## config.mk

```make
export PLATFORM = sky130hd
export DESIGN_NAME = mem_port_arbiter
export DESIGN_NICKNAME = d
export VERILOG_FILES = /design/src/rtl/mem_port_arbiter_pkg.sv /design/src/rtl/rv32i_types.sv /design/src/rtl/mem_port_arbiter.sv
export SDC_FILE = /design/constraint.sdc
export NUM_CORES = 1
export LEC_CHECK = 0
export ABC_AREA = 1
export BUFFER_PORTS_ARGS = -buffer_cell sky130_fd_sc_hd__buf_2
export CAP_MARGIN = 20
export CORE_MARGIN = 2
export CORE_UTILIZATION = 40
export DETAILED_ROUTE_END_ITERATION = 6
export GPL_TIMING_DRIVEN = 0
export PLACE_DENSITY = 0.76
export RECOVER_POWER = 100
export SLEW_MARGIN = 20
export SYNTH_ARGS = -nofsm -noshare
export SYNTH_HDL_FRONTEND = slang
export SYNTH_SLANG_ARGS = --single-unit
export TNS_END_PERCENT = 100
```

## constraint.sdc

```tcl
create_clock -name clk -period 3.5 [get_ports clk]
set_clock_uncertainty 0.05 [all_clocks]
set_input_delay 0.175 -clock clk [delete_from_list [all_inputs] [get_ports clk]]
set_output_delay 0.175 -clock clk [all_outputs]
set_load 0.05 [all_outputs]
```

## src/rtl/mem_port_arbiter_pkg.sv

```systemverilog
// arb_types: state and operation encodings for the memory port arbiter
package arb_types;

    typedef enum logic [1:0] {ARB_IDLE, ARB_SERVE_I, ARB_SERVE_D} arb_state_t;
    typedef enum logic {ARB_OP_READ, ARB_OP_WRITE} arb_op_t;

endpackage

```

## src/rtl/rv32i_types.sv

```systemverilog
// rv32i_types: shared RV32I word and byte-mask types
package rv32i_types;

    typedef logic [31:0] rv32i_word;
    typedef logic [3:0]  rv32i_mem_wmask;

endpackage

```

## src/rtl/mem_port_arbiter.sv

```systemverilog
// mem_port_arbiter: shares one multi-cycle memory port between fetch and data, data first with a fetch starvation guard
module mem_port_arbiter
    import rv32i_types::*;
    import arb_types::*;
#(
    parameter int unsigned STARVE_LIMIT = 4
) (
    input  logic           clk,
    input  logic           rst,
    input  logic           i_read,
    input  rv32i_word      i_addr,
    output rv32i_word      i_rdata,
    output logic           i_resp,
    input  logic           d_read,
    input  logic           d_write,
    input  rv32i_word      d_addr,
    input  rv32i_word      d_wdata,
    input  rv32i_mem_wmask d_wmask,
    output rv32i_word      d_rdata,
    output logic           d_resp,
    output logic           m_read,
    output logic           m_write,
    output rv32i_word      m_addr,
    output rv32i_word      m_wdata,
    output rv32i_mem_wmask m_wmask,
    input  rv32i_word      m_rdata,
    input  logic           m_resp
);

    localparam logic [3:0] LIMIT = 4'(STARVE_LIMIT);

    arb_state_t     state, state_nxt;
    arb_op_t        op, op_nxt;
    rv32i_word      addr, addr_nxt, wdata, wdata_nxt;
    rv32i_mem_wmask wmask, wmask_nxt;
    logic [3:0]     starve_cnt, starve_nxt;
    logic           d_pend, i_pend, d_win, busy, is_wr;

    // Arbitration in IDLE and completion in SERVE_x; the winner's request is captured for the whole transaction
    always_comb begin
        state_nxt  = state;
        op_nxt     = op;
        addr_nxt   = addr;
        wdata_nxt  = wdata;
        wmask_nxt  = wmask;
        starve_nxt = starve_cnt;
        d_pend     = d_read | d_write;
        i_pend     = i_read;
        d_win      = d_pend && (!i_pend || starve_cnt < LIMIT);
        case (state)
            ARB_IDLE: begin
                if (d_win) begin
                    state_nxt = ARB_SERVE_D;
                    op_nxt    = d_write ? ARB_OP_WRITE : ARB_OP_READ;
                    addr_nxt  = d_addr;
                    wdata_nxt = d_wdata;
                    wmask_nxt = d_wmask;
                    if (i_pend && starve_cnt < LIMIT) starve_nxt = starve_cnt + 4'd1;
                end else if (i_pend) begin
                    state_nxt  = ARB_SERVE_I;
                    op_nxt     = ARB_OP_READ;
                    addr_nxt   = i_addr;
                    wdata_nxt  = '0;
                    wmask_nxt  = '0;
                    starve_nxt = '0;
                end
            end
            default: if (m_resp) state_nxt = ARB_IDLE;
        endcase
    end

    // State, captured request and starvation counter; reset abandons any transaction in flight
    always_ff @(posedge clk or negedge rst) begin
        if (!rst) begin
            state      <= ARB_IDLE;
            op         <= ARB_OP_READ;
            addr       <= '0;
            wdata      <= '0;
            wmask      <= '0;
            starve_cnt <= '0;
        end else begin
            state      <= state_nxt;
            op         <= op_nxt;
            addr       <= addr_nxt;
            wdata      <= wdata_nxt;
            wmask      <= wmask_nxt;
            starve_cnt <= starve_nxt;
        end
    end

    // Memory side driven only from registered state, so requester inputs never reach m_* combinationally
    always_comb begin
        busy    = state != ARB_IDLE;
        is_wr   = op == ARB_OP_WRITE;
        m_read  = busy && !is_wr;
        m_write = busy && is_wr;
        m_addr  = busy ? addr : '0;
        m_wdata = m_write ? wdata : '0;
        m_wmask = m_write ? wmask : '0;
        i_resp  = state == ARB_SERVE_I && m_resp;
        d_resp  = state == ARB_SERVE_D && m_resp;
        i_rdata = m_rdata;
        d_rdata = m_rdata;
    end

endmodule
```

After elaboration in Yosys (flattened, before gate mapping)
Index checks and enable logic that the tools add are counted.
Word-level totals
  bits in registers: 75
  input bits: 138
  output and inout port bits: 136
  word-level logic and storage cells: 47
Operators by class
  add/sub/neg operators: 1
  order comparisons: 1
  equal/unequal tests: 4
  mux-type cells: 18
  bitwise operators: 1
  reductions and logical operators: 16
Operators by type and width (number)
  $mux 32: 6
  $mux 4: 5
  $mux 2: 4
  $logic_and 1x1->1: 6
  $reduce_bool 2->1: 3
  $add 4x1->4 const B: 1
  $lt 4x3->1 const B: 1
  $reduce_and 2->1: 2
  $mux 1: 3
  $ne 3x3->1 const B: 1
  $reduce_and 3->1: 1
  $eq 2x1->1 const B: 1
  $eq 2x2->1 const B: 1
  $logic_not 1->1: 2
  $logic_not 2->1: 1
  $ne 2x1->1 const B: 1
  $logic_or 1x1->1: 1
  $or 1x1->1: 1

Logic depth before layout (Yosys ltp)
  depth after elaboration: 5
  mapped depth: 7
  gate-level depth less buffers: 6

Least setup slack after synthesis
No wires, ideal clock.
  kind: register -> output
  from: register state[1]
  to: output port m_wdata[10]
  arrival time: 2.216 ns
  data required time: 3.275 ns
  path slack: 1.059 ns
  cell stages (with the launch flop): 6
  path buffers: 1
  cells stage by stage: dfrtp_1 -> nor2_4 -> nor2_1 -> inv_2 -> buf_2 -> nor2_1
Between the ends
  longest elaborated chain between the ends: 3
RTL lines
  start, declared: RTL line mem_port_arbiter.sv:32  | arb_state_t state, state_nxt;
  start signal, assigned: RTL line mem_port_arbiter.sv:82  | state <= state_nxt;
  $reduce_bool 2->1: RTL line mem_port_arbiter.sv:93  | busy = state != ARB_IDLE;
  $logic_and 1x1->1: RTL line mem_port_arbiter.sv:96  | m_write = busy && is_wr;
  via m_write: RTL line mem_port_arbiter.sv:22  | output logic m_write,
  $mux 32: RTL line mem_port_arbiter.sv:98  | m_wdata = m_write ? wdata : '0;
  end, declared: RTL line mem_port_arbiter.sv:24  | output rv32i_word m_wdata,
The timed path passes the listed nets, and every way through them passes these cells.

Worst setup path in the final report
  from: register state[1]
  to: output port m_wdata[10]
Between the ends
  longest elaborated chain between the ends: 3
RTL lines (RTL line)
  $reduce_bool 2->1: mem_port_arbiter.sv:93
  $logic_and 1x1->1: mem_port_arbiter.sv:96
  $mux 32: mem_port_arbiter.sv:98
No other way between the ends.

==> flow_metrics.py <==
metrics = {
    "outcome": {
        "outcome": "finished, final reports clean",
    },
    "cts": {
        "post_cts.resized_instances": 0,
        "clock_latency_ps": 330,
        "clockRootBuffer": "clkbuf_8",
        "path_clk_slew_ps": 70,
        "htreeDepth": 3,
        "cts_setup_buffers": 0,
        "cts_tree": "built",
        "cts.sinks": 75,
        "cts_buffer_depth": 2,
        "numCtsBuffers": 9,
        "hold_buffers": 6,
    },
    "sta": {
        "worst_pin_slew_ps": 1220,
        "setup_viol": 0,
        "finalMaxSlewViolations": 0,
        "fmax_ghz": 0.383,
        "finalHoldViolCount": 0,
        "setup_slack_ps": 892,
        "setup-tns-final_ps": 0,
        "slew-limit-headroom": 0.180,
        "rsz0062_at_grt": "false",
        "fin_crit_sh": 0.745,
        "fin_crit_ps": 2610,
    },
    "route": {
        "vias_per_cell": 4.66,
        "drtIter0Drc": 238,
        "drt_pre_antenna_iters": 5,
        "drc": 0,
        "dr_total_vias": 4423,
        "wl_um": 12100,
        "wl_per_cell_um": 12.8,
        "drtAntennaViolNets": 0,
    },
    "layout": {
        "drive_gt1_frac": 0.309,
        "nNetsFinal": 947,
        "antenna_cells": 0,
        "syn_to_final_growth_pct": 36.6,
        "fin_area_mm2": 0.00588,
        "fillerInstances": 1056,
    },
    "placement": {
        "dpl_cell_area_mm2": 0.00571,
        "preCtsSetupSlack_ps": 1690,
        "post-dp-hpwl_um": 9120,
        "routabilityCongestion": 0.843,
        "portBuffers": 241,
    },
    "floorplanning": {
        "pin_count": 274,
        "fp.coreArea_mm2": 0.0104,
        "die_w_um": 108,
        "start_util": 0.415,
        "die_h_um": 108,
        "rows": 37,
        "die_area_mm2": 0.0116,
    },
    "pwr": {
        "p_sw_frac": 0.510,
        "powerDensity_mw_per_mm2": 872,
        "leakage_uw": 0.00303,
        "power.switching_uw": 2620,
        "pwr-share-seq": 0.269,
        "intPower_uw": 2510,
        "p_comb_frac": 0.557,
        "clkPwrFrac": 0.174,
        "irDropWorstVdd_uv": 492,
    },
    "logic_synthesis": {
        "yosysSeqAreaShare": 0.436,
        "ys_types": 23,
        "yosys_warnings": 0,
        "synth_cells": 549,
        "synth_top_area_frac": 0.436,
        "synthesis.nets": 688,
        "ys_seq_elements": 75,
        "yosys-top-cells-area": "dfrtp_1 44%, nand3_1 18%, buf_4 12%, inv_1 6.6%, nor2_1 6.3%",
        "synth_area_mm2": 0.00431,
        "syn_avg_cell_area_um2": 7.85,
        "yosys.area.top_type": "dfrtp_1",
    },
    "critical_path": {
        "setup.worst_path.class": "flop to primary output",
        "critPathCaptureType": "primary output",
        "arrival_ps": 2380,
        "start_kind": "flop",
        "crit_required_ps": 3270,
        "path_max_fanout": 10,
    },
    "grt": {
        "first_global_vias": 4089,
        "grt_max_degree": 56,
        "antenna_found_initial": 0,
        "overflow": 0,
        "grt_pass1_wl_um": 18500,
        "grt.total_usage": 0.200,
    },
    "min_path": {
        "hold_path.class": "input pin to flop",
    },
    "job": {
        "cap_violations": 0,
    },
}
-- cells by family (layout without fill, tap and decap cells) --
logic type / after synthesis / in the layout / synth area share
compound gates: 43 / 43 / 0.0511
fa+ha+maj: 1 / 1 / 0.00290
buf+inv: 179 / 443 / 0.225
simple gates: 251 / 251 / 0.285
flops: 75 / 75 / 0.436
-- flip-flops by register name, indices dropped and copies added, names as in the netlist --
name,count
addr,32
wdata,32
starve_cnt,4
wmask,4
state,2
is_wr,1
-- routing by layer --
layer  up-vias  share of wire  GRT usage
met4         0         0.0087     0.0549
met1      1990           0.40      0.247
met2       210           0.50      0.354
met5         -              0          0
met3        11          0.088     0.0424
li1       2212              -          -
-- cells in the mapped netlist --
cell,count
nand3_2,10
nor2_1,72
nand2_1,5
clkbuf_1,9
ha_1,1
o22ai_1,1
nor2_4,2
buf_6,2
inv_4,1
buf_2,20
nor3_1,2
nand2_2,3
o21ai_0,8
dfrtp_1,75
or2_0,1
o21ai_2,1
buf_4,68
inv_2,2
o21ai_1,33
buf_1,1
inv_1,76
nor2_2,1
nand3_1,155
-- cell type report --
type                    instances  area (um2)  share of cell area
clock inverters                 4         120              0.0204
plain buffers                 100         659               0.112
repair buffers                248        1160               0.197
well taps                     136         170              0.0289
flip-flops and latches         75        1880               0.319
inverters                      79         298              0.0506
clock buffers                  12         155              0.0264
multi-input cells             295        1440               0.245
-- cell usage in the layout (no fill, tap or decap) --
| cell | n |
|---|---|
| nand3_1 | 155 |
| buf_2 | 149 |
| clkbuf_1 | 123 |
| inv_1 | 76 |
| dfrtp_1 | 75 |
| nor2_1 | 74 |
| buf_4 | 67 |
| o21ai_0 | 34 |
| clkbuf_8 | 11 |
| nand3_2 | 10 |
| o21ai_1 | 8 |
| dlygate4sd3_1 | 6 |
| nand2_1 | 5 |
| bufinv_16 | 4 |
| nand2_2 | 3 |
| inv_2 | 2 |
| nor3_1 | 2 |
| buf_6 | 2 |
| nor2_2 | 1 |
| clkinvlp_2 | 1 |
| or2_0 | 1 |
| buf_1 | 1 |
| o22ai_1 | 1 |
| ha_1 | 1 |
| buf_16 | 1 |
-- metrics by stage --
stage / hold WS [ps] / power, uW / utilization / instances
3_5_place_dp: 33.0 / 4390 / 0.551 / 927
3_3_place_gp: 339 / 4350 / 0.548 / 926
5_1_grt: 7.25 / 5490 / 0.567 / 949
6_report: 22.4 / 5130 / 0.567 / 949
2_1_floorplan: -171 / 3670 / - / 549
4_1_cts: 1.08 / 5300 / 0.583 / 949
-- final timing paths --
kind                       slack [ps]           from             to  cells after the start
hold / removal                     20     i_addr[23]       addr[23]                      3
setup reg to reg                  930  starve_cnt[2]       addr[11]                      5
hold reg to reg                   450  starve_cnt[3]  starve_cnt[3]                      2
max in group asynchronous        1980            rst       wdata[7]                      3
setup / recovery                  890       state[1]    m_wdata[10]                      6
min in group asynchronous         560            rst      wdata[25]                      2
-- worst max-delay path, cell delays in order (launching register included) --
cell and delay, ps:
dfrtp_1 400, nor2_1 720, nor2_1 190, inv_2 210
buf_2 250, nor2_1 70, buf_2 210
-- power by group through the flow --
stage,sequential [uW],combinational (uW),clock [uW]
finish,1380,2860,892
global route,1430,3120,950
CTS,1390,3000,917
detailed placement,1400,2980,0
global placement,1390,2960,0
floorplan,1370,2300,0
Power figures use the tool's default switching activity.
